$ cat src/rtl/pc_sched_pkg.sv
// Shared branch codes and execution-mode encoding for the time-sliced program counter.
package pc_sched_pkg;

    localparam logic [2:0] BR_SEQ  = 3'b000;
    localparam logic [2:0] BR_JMP  = 3'b001;
    localparam logic [2:0] BR_JZ   = 3'b010;
    localparam logic [2:0] BR_JR   = 3'b011;
    localparam logic [2:0] BR_JNZ  = 3'b100;
    localparam logic [2:0] BR_JN   = 3'b101;
    localparam logic [2:0] BR_JLE  = 3'b110;
    localparam logic [2:0] BR_HOLD = 3'b111;

    typedef enum logic {
        MODE_OS   = 1'b0,
        MODE_USER = 1'b1
    } mode_e;

endpackage

$ cat src/rtl/pc_rr_select.sv
// Round-robin finder: first active slot strictly after ptr_i, wrapping, ptr_i itself last.
// Purely combinational; no stall behaviour.
module pc_rr_select
    import pc_sched_pkg::*;
#(
    parameter int NUM_PROG = 4,
    parameter int PW       = $clog2(NUM_PROG + 1)
) (
    input  logic [NUM_PROG-1:0] active_mask_i,
    input  logic [PW-1:0]       ptr_i,
    output logic                found_o,
    output logic [PW-1:0]       next_slot_o
);

    logic          found_hi;
    logic          found_lo;
    logic [PW-1:0] slot_hi;
    logic [PW-1:0] slot_lo;

    // Descending scan: the last hit in each half is the lowest-numbered slot of that half.
    always_comb begin
        found_hi = 1'b0;
        found_lo = 1'b0;
        slot_hi  = '0;
        slot_lo  = '0;
        for (int s = NUM_PROG; s >= 1; s--) begin
            if (active_mask_i[s-1]) begin
                if (PW'(s) > ptr_i) begin
                    found_hi = 1'b1;
                    slot_hi  = PW'(s);
                end else begin
                    found_lo = 1'b1;
                    slot_lo  = PW'(s);
                end
            end
        end
        found_o     = found_hi | found_lo;
        next_slot_o = found_hi ? slot_hi : slot_lo;
    end

endmodule

$ cat src/rtl/pc_sched.sv
// Fetch-stage program counter with round-robin time slicing of user programs under an OS slot 0.
// One-cycle update per rising edge; stop freezes execution state while program loads still land.
module pc_sched
    import pc_sched_pkg::*;
#(
    parameter int ADDR_W      = 32,
    parameter int NUM_PROG    = 4,
    parameter int QUANTUM     = 5,
    parameter int PROG_STRIDE = 1000,
    parameter int OS_ENTRY    = 0,
    parameter int RESET_ADDR  = 999
) (
    input  logic                           clock,
    input  logic                           reset,
    input  logic                           stop,
    input  logic                           lpc,
    input  logic                           end_program,
    input  logic [2:0]                     desvio,
    input  logic [ADDR_W-1:0]              novo_end,
    input  logic [ADDR_W-1:0]              novo_end_r,
    input  logic                           zero,
    input  logic                           negativo,
    input  logic                           prog_load,
    input  logic [$clog2(NUM_PROG+1)-1:0]  prog_slot,
    input  logic [ADDR_W-1:0]              prog_start,
    output logic [ADDR_W-1:0]              endereco,
    output logic [ADDR_W-1:0]              spc,
    output logic [$clog2(NUM_PROG+1)-1:0]  prog_atual,
    output logic                           user_mode,
    output logic [NUM_PROG-1:0]            active_mask
);

    localparam int PW = $clog2(NUM_PROG + 1);
    localparam int CW = $clog2(QUANTUM + 1);

    logic [ADDR_W-1:0] endereco_q, endereco_d;
    logic [ADDR_W-1:0] spc_q, spc_d;
    logic [PW-1:0]     prog_atual_q, prog_atual_d;
    logic [PW-1:0]     rr_ptr_q, rr_ptr_d;
    mode_e             mode_q, mode_d;
    logic [CW-1:0]     count_q, count_d;
    // Slot-indexed vectors; entry 0 (OS) is never set.
    logic [NUM_PROG:0] active_q, active_d;
    logic [NUM_PROG:0] pend_q, pend_d;
    logic [ADDR_W-1:0] saved_q [0:NUM_PROG];
    logic [ADDR_W-1:0] saved_d [0:NUM_PROG];

    logic              rr_found;
    logic [PW-1:0]     rr_slot;
    logic [ADDR_W-1:0] cur_base;
    logic [ADDR_W-1:0] incr;
    logic [ADDR_W-1:0] rel_tgt;
    logic [ADDR_W-1:0] br_target;
    logic              trap;
    logic              dispatch;
    logic              load_ok;

    function automatic logic [ADDR_W-1:0] slot_base(input logic [PW-1:0] s);
        return ADDR_W'(s) * ADDR_W'(PROG_STRIDE);
    endfunction

    pc_rr_select #(
        .NUM_PROG (NUM_PROG),
        .PW       (PW)
    ) u_rr (
        .active_mask_i (active_q[NUM_PROG:1]),
        .ptr_i         (rr_ptr_q),
        .found_o       (rr_found),
        .next_slot_o   (rr_slot)
    );

    assign cur_base = (mode_q == MODE_USER) ? slot_base(prog_atual_q) : '0;
    assign incr     = endereco_q + ADDR_W'(1);
    assign rel_tgt  = novo_end + cur_base;
    assign trap     = !stop && (mode_q == MODE_USER) &&
                      ((count_q == CW'(QUANTUM)) || end_program);
    assign dispatch = !stop && (mode_q == MODE_OS) && lpc && rr_found;
    assign load_ok  = prog_load && (prog_slot != '0) && (prog_slot <= PW'(NUM_PROG));

    always_comb begin
        br_target = incr;
        case (desvio)
            BR_SEQ:  br_target = incr;
            BR_JMP:  br_target = rel_tgt;
            BR_JZ:   br_target = zero ? rel_tgt : incr;
            BR_JNZ:  br_target = zero ? incr : rel_tgt;
            BR_JN:   br_target = negativo ? rel_tgt : incr;
            BR_JLE:  br_target = (negativo | zero) ? rel_tgt : incr;
            BR_JR:   br_target = novo_end_r;
            BR_HOLD: br_target = endereco_q;
            default: br_target = incr;
        endcase
    end

    always_comb begin
        endereco_d   = endereco_q;
        spc_d        = spc_q;
        prog_atual_d = prog_atual_q;
        rr_ptr_d     = rr_ptr_q;
        mode_d       = mode_q;
        count_d      = count_q;
        active_d     = active_q;
        pend_d       = pend_q;
        saved_d      = saved_q;

        if (trap) begin
            spc_d        = incr;
            endereco_d   = ADDR_W'(OS_ENTRY);
            count_d      = '0;
            prog_atual_d = '0;
            mode_d       = MODE_OS;
            rr_ptr_d     = prog_atual_q;
            pend_d[prog_atual_q] = 1'b0;
            // A reload received while running supersedes the return context.
            if (!pend_q[prog_atual_q]) begin
                if (end_program) begin
                    active_d[prog_atual_q] = 1'b0;
                    saved_d[prog_atual_q]  = '0;
                end else begin
                    saved_d[prog_atual_q] = incr - cur_base;
                end
            end
        end else if (dispatch) begin
            endereco_d   = slot_base(rr_slot) + saved_q[rr_slot];
            prog_atual_d = rr_slot;
            mode_d       = MODE_USER;
            count_d      = '0;
        end else if (!stop) begin
            endereco_d = br_target;
            if ((mode_q == MODE_USER) && (count_q != CW'(QUANTUM))) begin
                count_d = count_q + CW'(1);
            end
        end

        if (load_ok) begin
            active_d[prog_slot] = 1'b1;
            saved_d[prog_slot]  = prog_start;
            if ((mode_q == MODE_USER) && (prog_slot == prog_atual_q) && !trap) begin
                pend_d[prog_slot] = 1'b1;
            end
        end
    end

    always_ff @(posedge clock) begin
        if (!reset) begin
            endereco_q   <= ADDR_W'(RESET_ADDR);
            spc_q        <= '0;
            prog_atual_q <= '0;
            rr_ptr_q     <= PW'(NUM_PROG);
            mode_q       <= MODE_OS;
            count_q      <= '0;
            active_q     <= '0;
            pend_q       <= '0;
            for (int i = 0; i <= NUM_PROG; i++) begin
                saved_q[i] <= '0;
            end
        end else begin
            endereco_q   <= endereco_d;
            spc_q        <= spc_d;
            prog_atual_q <= prog_atual_d;
            rr_ptr_q     <= rr_ptr_d;
            mode_q       <= mode_d;
            count_q      <= count_d;
            active_q     <= active_d;
            pend_q       <= pend_d;
            saved_q      <= saved_d;
        end
    end

    assign endereco    = endereco_q;
    assign spc         = spc_q;
    assign prog_atual  = prog_atual_q;
    assign user_mode   = (mode_q == MODE_USER);
    assign active_mask = active_q[NUM_PROG:1];

endmodule

$ cat config.mk
export PLATFORM = sky130hd
export DESIGN_NAME = pc_sched
export DESIGN_NICKNAME = d
export VERILOG_FILES = /design/src/rtl/pc_sched_pkg.sv /design/src/rtl/pc_rr_select.sv /design/src/rtl/pc_sched.sv
export SDC_FILE = /design/constraint.sdc
export NUM_CORES = 1
export LEC_CHECK = 0
export ABC_AREA = 1
export ABC_CLOCK_PERIOD_IN_PS = 11900
export BUFFER_PORTS_ARGS = -buffer_cell sky130_fd_sc_hd__buf_2
export CAP_MARGIN = 5
export CELL_PAD_IN_SITES_DETAIL_PLACEMENT = 0
export CELL_PAD_IN_SITES_GLOBAL_PLACEMENT = 1
export CORE_UTILIZATION = 40
export CTS_CLUSTER_SIZE = 24
export DETAILED_ROUTE_END_ITERATION = 8
export GPL_TIMING_DRIVEN = 0
export PLACE_DENSITY = 0.74
export SYNTH_ARGS = -nofsm -noshare
export SYNTH_HDL_FRONTEND = slang
export SYNTH_HIERARCHICAL = 1
export SYNTH_SLANG_ARGS = --single-unit
$ cat constraint.sdc
create_clock -name clock -period 11.9 [get_ports clock]
set_input_delay 0.595 -clock clock [delete_from_list [all_inputs] [get_ports clock]]
set_output_delay 0.595 -clock clock [all_outputs]
set_load 0.01 [all_outputs]
==> run_results.csv, run 1 <==
group,metric,value,unit
global_route,grt_pass1_wl,120,mm
route,drt-total-wl,81.8,mm
setup_path,crit_type,"flip-flop to flip-flop",
pwr,peakVddDrop,0.110,mV
clock_network,path_clk_slew,60,ps
timing,layout_min_cycle_time,6960,ps
yosys,synth_enable_flop_cells,0,
pwr,p_int,0.00161,W
global_route,grt_overflow,0,
timing,worst_slew_pin_slew,987,ps
finish,syn_to_final_growth,15.5,%
place,dp.cells,3529,
min_path,hp-class,"primary input to flip-flop",
global_route,grt.total_usage,0.362,
yosys,netlist_area,17300,µm²
place,portBuffers,180,
yosys,syn_nets,2944,
setup_path,crit_path_end_kind,"flip-flop",
floorplanning,fp.dieH,210,µm
global_route,grt_pass1_vias,18700,
clock_network,postCtsHoldBufs,0,
timing,grt_setup_unrepaired,"false",
timing,finalSetupTns,0,ps
floorplanning,num_rows,75,
yosys,yosys_warnings,6,
outcome,status,"finished clean",
clock_network,clk_path_buf_depth,3,
floorplanning,dieWidth,210,µm
clock_network,cts_setup_buffers,0,
finish,multiInputGateArea,10900,µm²
floorplanning,pin_count,182,
clock_network,cts_resized,0,
setup_path,r2r-start,"rr_ptr_q[2]$_SDFFE_PN1P_",
timing,maxSlewHeadroom,0.340,
yosys,syn_area_per_cell,6.25,µm²
yosys,synth_ff_type,"dfxtp_1",
yosys,synth_seq_cells,243,
yosys,ys_seq_area_frac,0.281,
finish,fin_nets,3157,
global_route,grt_max_degree,15,
pwr,clkPwrFrac,0.410,
setup_path,crit_path_end,"endereco[23]$_SDFFE_PP0P_",
setup_path,slowest_stage,"buf_1",
setup_path,critPathMaxFanout,11,
clock_network,clock-sinks,243,
pwr,power_density,122,nW/µm²
run,drv_cap,0,
setup_path,critPathArrivalTime,7410,ps
setup_path,crit_required,12360,ps
finish,finalNonFillerCells,3585,
route,antenna_left,0,
setup_path,path_common_cell,"nand2_1",
timing,setup_viol,0,
finish,regArea,4860,µm²
route,detail_route.iter0.violations,2494,
finish,fill_cells,4568,
route,via_per_inst,5.69,
yosys,ys_types,60,
finish,drive_gt1_frac,0.111,
global_route,antenna_found_initial,1,
pwr,leakagePower,8.59,nW
pwr,seq_power_share,0.359,
route,wl_per_cell,22.8,µm
route,dr.pass1.iters,6,
clock_network,cts_max_level,1,
setup_path,r2r_cells,29,
timing,skew,23.6,ps
pwr,p_comb_frac,0.231,
finish,antennaDiodeCount,0,
floorplanning,start_util,0.409,
place,place_hpwl,65.7,mm
setup_path,rrSetupSlack,4940,ps
timing,slew_viol_final,0,
setup_path,r2r-end,"endereco[23]$_SDFFE_PP0P_",
timing,period_share,0.585,
yosys,syn_inst,2772,
clock_network,cts_tree,"yes",
setup_path,startpoint,"rr_ptr_q[2]$_SDFFE_PN1P_",
pwr,switchingPower,0.000839,W
route,drc_errors,0,
yosys,synth_async_sr_flop_share,0,
pwr,power,0.00244,W
setup_path,cp-start-kind,"flip-flop",
timing,max_freq,144,MHz
pwr,p_sw_frac,0.343,
clock_network,root_buffer,"clkbuf_16",
route,num_vias,20400,
timing,finalHoldViolations,0,
floorplanning,core-area,42300,µm²
floorplanning,die_area,44200,µm²
clock_network,insertion_delay,600,ps
setup_path,cpPeakStageDelay,670,ps
clock_network,cts_made_buffers,30,
place,gp_routability_congestion,0.991,
## state kept, by name, summed over array words and instances (netlist names)
signal and cells:
active_q 4, count_q 3, endereco 32, pend_q 5, prog_atual 3, rr_ptr_q 3
saved_q 160, spc 32, user_mode 1
## cell families (layout without fill, tap and decap cells)
kind of cell / Yosys count / count (layout) / synth area share
AO/OA/AOI/OAI: 790 / 790 / 0.256
XOR/XNOR: 49 / 49 / 0.0248
adder cells (fa/ha/maj): 62 / 62 / 0.0495
flip-flops: 243 / 243 / 0.281
AND/OR/NAND/NOR: 1212 / 1212 / 0.296
buffers and inverters: 416 / 652 / 0.0932
## worst min path at each step
stage | cells after the start | end | from | slack (ps)
floorplan | 2 | saved_q[159]$_SDFF_PN0_ | saved_q[159]$_SDFF_PN0_ | 450
global placement | 2 | spc[26]$_SDFFE_PN0P_ | spc[26]$_SDFFE_PN0P_ | 440
detailed placement | 2 | spc[15]$_SDFFE_PN0P_ | spc[15]$_SDFFE_PN0P_ | 450
CTS | 3 | saved_q[101]$_SDFF_PN0_ | prog_start[5] | 290
global route | 3 | saved_q[101]$_SDFF_PN0_ | prog_start[5] | 310
finish | 3 | saved_q[101]$_SDFF_PN0_ | prog_start[5] | 310
## cell usage after synthesis, types with 6 or more instances
master | n | area [µm²]
a21oi_2 | 7 | 61.3
a221oi_1 | 19 | 166
o211ai_1 | 17 | 128
ha_1 | 51 | 638
o21ai_1 | 8 | 40.0
o22ai_1 | 16 | 100
nor2_1 | 174 | 653
a22oi_1 | 8 | 60.1
buf_4 | 6 | 45.0
inv_2 | 6 | 22.5
inv_1 | 269 | 1010
nand4_1 | 18 | 113
nand2_1 | 735 | 2760
nand3_1 | 186 | 931
o21bai_1 | 15 | 113
a211oi_1 | 7 | 52.6
nor3_1 | 31 | 155
a21oi_1 | 314 | 1570
dfxtp_1 | 243 | 4860
nor2_2 | 13 | 81.3
buf_1 | 9 | 33.8
o21ai_0 | 313 | 1570
buf_2 | 18 | 90.1
clkbuf_1 | 105 | 394
fa_1 | 11 | 220
o31ai_1 | 8 | 60.1
o2111ai_1 | 10 | 87.6
nor2_4 | 7 | 78.8
a31oi_1 | 6 | 37.5
xnor2_1 | 20 | 175
nand2_2 | 21 | 131
o221ai_1 | 19 | 166
xor2_1 | 29 | 254
## through the flow
stage | hold WS, ps | util | area [µm²] | setup slack [ps]
2_1_floorplan | 445 | - | 17300 | 7260
3_3_place_gp | 438 | 0.448 | 19000 | 5200
3_5_place_dp | 446 | 0.448 | 19000 | 5090
4_1_cts | 293 | 0.473 | 20000 | 5080
5_1_grt | 313 | 0.473 | 20000 | 4670
6_report | 308 | 0.473 | 20000 | 4940
## critical path: cells and delay by family, from the launching register on
family          cells  cell delay (ps)
buf+inv             6             2230
simple gates       13             1730
compound gates      8             1700
fa+ha+maj           2              780
flops               1              360
## layout by cell type, fill, tap and decap left out, drive strengths merged, types with 10 or more instances in the layout
cell,n
o31ai,12
o21bai,16
fa,11
nand4,18
o22ai,16
xnor2,20
o2111ai,10
xor2,29
nand3,189
a21oi,321
clkbuf,153
buf,214
nor3,31
ha,51
o211ai,17
dfxtp,243
o21ai,322
nor2,195
nand2,759
inv,275
o221ai,19
a221oi,19
## cell type report
type / count / share of cell area
multi-input combinational: 2113 / 0.542
sequential: 243 / 0.243
inverter: 277 / 0.0520
clock buffer: 47 / 0.0472
timing repair buffer: 181 / 0.0452
tap: 577 / 0.0361
buffer: 139 / 0.0287
clock inverter: 8 / 0.00575
## per-layer routing
layer | share of wire | track usage | wire length [µm]
met1 | 0.43 | 0.498 | 35300
met2 | 0.45 | 0.582 | 36600
met3 | 0.089 | 0.0474 | 7260
met4 | 0.032 | 0.119 | 2640
met5 | 0.00021 | 0 | 17
## power by group through the flow
| stage | Clock (W) | Sequential (W) | Combinational [W] |
|---|---|---|---|
| global route | 0.00103 | 0.000881 | 0.000604 |
| floorplan | 0 | 0.000889 | 0.000321 |
| detailed placement | 0 | 0.000894 | 0.000545 |
| finish | 0.00100 | 0.000878 | 0.000564 |
| CTS | 0.00100 | 0.000876 | 0.000548 |
| global placement | 0 | 0.000893 | 0.000542 |
Note: power is estimated with default switching activity, not from simulation.
==> run 2, diff against run 1 <==
ABC_AREA = 0   (was 1)
ABC_CLOCK_PERIOD_IN_PS = 6900   (was 11900)
PLACE_DENSITY = 0.7   (was 0.74)
clock period = 6.9 ns   (was 11.9 ns; I/O delays follow)
==> run 2 against run 1 <==
  * Clock-buffer cell count decreased by 4
  * Maximum frequency up 6.7%
  * Critical path depth decreased by 7
  * Largest power group unchanged
==> run_results.csv, run 2 <==
group,metric,value,unit
place,post-place-ws,-578,ps
route,via_per_inst,6.22,
yosys,yosysMostFrequentCell,"dfxtp_1",
finish,antennaDiodeCount,0,
route,num_vias,16500,
finish,drive_gt1_frac,0.141,
timing,period_share,0.945,
global_route,grt_overflow,0,
timing,layout_min_cycle_time,6520,ps
floorplanning,core-area,38700,µm²
pwr,peakVddDrop,0.199,mV
setup_path,crit_required,7440,ps
clock_network,cts_made_buffers,30,
pwr,power_density,215,nW/µm²
timing,slew_viol_final,0,
yosys,synth_top_area_share,0.309,
yosys,synth_top_cell_by_area,"dfxtp_1",
clock_network,cts_max_level,1,
yosys,synth_seq_cells,243,
setup_path,crit_type,"flip-flop to flip-flop",
floorplanning,pin_count,182,
setup_path,r2r-start,"rr_ptr_q[2]$_SDFFE_PN1P_",
finish,mostFrequentLayoutCell,"dfxtp_1",
yosys,synth_enable_flop_cells,0,
clock_network,path_clk_slew,60,ps
place,portBuffers,180,
yosys,synth_ff_type,"dfxtp_1",
yosys,ys_top_cells_by_area,"dfxtp_1 31%, o21ai_0 4.9%, a21oi_1 4.5%",
timing,finalHoldViolations,0,
global_route,grt_pass1_vias,16000,
yosys,synth_commonest_cells,"243 x dfxtp_1, 167 x nor2_1, 154 x o21ai_0",
floorplanning,dieWidth,201,µm
min_path,hold_end,"saved_q[82]$_SDFF_PN0_",
finish,final_cell_mix,"243 x dfxtp_1, 187 x buf_2, 167 x nor2_1, 154 x o21ai_0, 146 x nand2_1",
outcome,status,"finished clean",
floorplanning,die_area,40200,µm²
setup_path,critPathArrivalTime,7060,ps
finish,largest-register,"saved_q",
setup_path,cp-start-kind,"flip-flop",
min_path,hp-class,"primary input to flip-flop",
floorplanning,start_util,0.407,
place,place_hpwl,53.7,mm
finish,fin_nets,2290,
finish,finalNonFillerCells,2658,
clock_network,root_buffer,"clkbuf_16",
yosys,syn_inst,1907,
timing,holdWs,49.0,ps
clock_network,cts_setup_buffers,0,
timing,worst_slew_pin_slew,1280,ps
pwr,leakagePower,7.51,nW
timing,fin_ws,383,ps
yosys,ys_seq_area_frac,0.309,
min_path,hold_start,"prog_start[18]",
route,wl_per_cell,26.7,µm
route,antenna_left,0,
timing,maxSlewHeadroom,0.139,
global_route,antenna_found_initial,1,
timing,max_freq,153,MHz
route,drt-total-wl,70.9,mm
finish,syn_to_final_growth,16.4,%
yosys,syn_area_per_cell,8.27,µm²
yosys,netlist_area,15800,µm²
finish,largest_reg_flops,160,
route,drc_errors,0,
setup_path,r2r-end,"endereco[31]$_SDFFE_PP0P_",
setup_path,crit_path_end_kind,"flip-flop",
setup_path,startpoint,"rr_ptr_q[2]$_SDFFE_PN1P_",
floorplanning,fp.dieH,201,µm
global_route,grt_max_degree,20,
place,gp_routability_congestion,0.946,
timing,setup_viol,0,
clock_network,clk_path_buf_depth,3,
yosys,syn_nets,2079,
place,dp.cells,2607,
setup_path,critPathMaxFanout,19,
global_route,grt.total_usage,0.346,
clock_network,cts_tree,"yes",
yosys,ys_types,79,
timing,grt_setup_unrepaired,"false",
floorplanning,num_rows,72,
yosys,synth_async_sr_flop_share,0,
run,drv_cap,0,
setup_path,r2r_cells,22,
yosys,yosys_warnings,6,
timing,skew,33.9,ps
route,detail_route.iter0.violations,1702,
route,dr.pass1.iters,8,
clock_network,insertion_delay,610,ps
setup_path,rrSetupSlack,380,ps
global_route,grt_pass1_wl,105,mm
min_path,timing.hold.worst_path_depth,3,
clock_network,clock-sinks,243,
run 2: cell count changes in the layout (fill, tap and decap cells not counted), moves of 23 or more:
cell and delta:
mux2i_1 +29, o211a_1 +59, nor2b_1 +34, nor3b_1 +27, inv_1 -212, o21ai_0 -159, a221oi_1 +54, nand2b_1 +23
nand2_1 -589, a21oi_1 -172, nand3_1 -152, mux4_2 +28, xnor2_1 +48, clkbuf_1 +25
run 2: layer usage:
layer / global-route usage / part of all wire
met3: 0.0534 / 0.087
met1: 0.476 / 0.43
met5: 0 / 0
met2: 0.549 / 0.44
met4: 0.122 / 0.033
run 2: worst max-delay path: stages, from the launching register on:
cell and delay [ps]:
dfxtp_1 500, inv_1 160, a21oi_1 160, nor2_1 90, a211oi_4 630, buf_2 470
buf_4 300, buf_2 630, inv_1 210, ha_1 330, inv_1 40, ha_1 180
o21ai_0 320, nand2b_1 100, ha_1 320, a21boi_0 280, o21bai_1 260, a21o_1 220
clkbuf_1 200, or4_1 580, xor2_1 210, nand3_1 130, o21ai_1 110
run 2: kinds of logic (layout without fill, tap and decap cells):
logic type,Yosys count,after routing,synth area share
flip-flops,243,243,0.309
AO/OA/AOI/OAI,618,618,0.270
XOR/XNOR,118,118,0.0665
buffers and inverters,209,442,0.0514
multiplexers,59,59,0.0598
adder cells (fa/ha/maj),62,62,0.0544
AND/OR/NAND/NOR,598,598,0.190
run 2: per-stage QoR:
stage           util  total power, W  setup TNS, ps  cell area [µm²]
2_1_floorplan      -         0.00196              0            15800
3_3_place_gp   0.447         0.00228          -3890            17300
3_5_place_dp   0.447         0.00228          -5150            17300
4_1_cts        0.474         0.00393              0            18400
5_1_grt        0.474         0.00407              0            18400
6_report       0.474         0.00395              0            18400
run 2: how the worst max path moves through the flow:
stage / cells after the start / to / slack (ps)
after floorplan: 21 / endereco[31]$_SDFFE_PP0P_ / 1490
after global placement: 21 / endereco[31]$_SDFFE_PP0P_ / -530
after detailed placement: 21 / endereco[25]$_SDFFE_PP0P_ / -580
after CTS: 20 / endereco[31]$_SDFFE_PP0P_ / 50
after global routing: 22 / endereco[31]$_SDFFE_PP0P_ / 90
final: 22 / endereco[31]$_SDFFE_PP0P_ / 380
run 2: cell type report:
class	instances	area (µm²)
Clock inverter	11	141
Tap cell	518	648
Inverter	58	218
Timing Repair Buffer	182	913
Fill cell	3917	20400
Sequential cell	243	4860
Multi-Input combinational cell	1455	10100
Clock buffer	43	880
Buffer	148	583
run 2: report_power, final:
| part | total [W] | switching [W] | internal (W) |
|---|---|---|---|
| Sequential | 0.00151 | 0.0000544 | 0.00145 |
| Combinational | 0.000772 | 0.000525 | 0.000246 |
| Clock | 0.00167 | 0.000681 | 0.000991 |
run 2: what timing repair did:
| action | 4_1_cts | 5_1_grt |
|---|---|---|
| setup endpoints to repair | 17 | 9 |
| hold buffers | 0 | 0 |
| gates resized for setup | 3 | 4 |
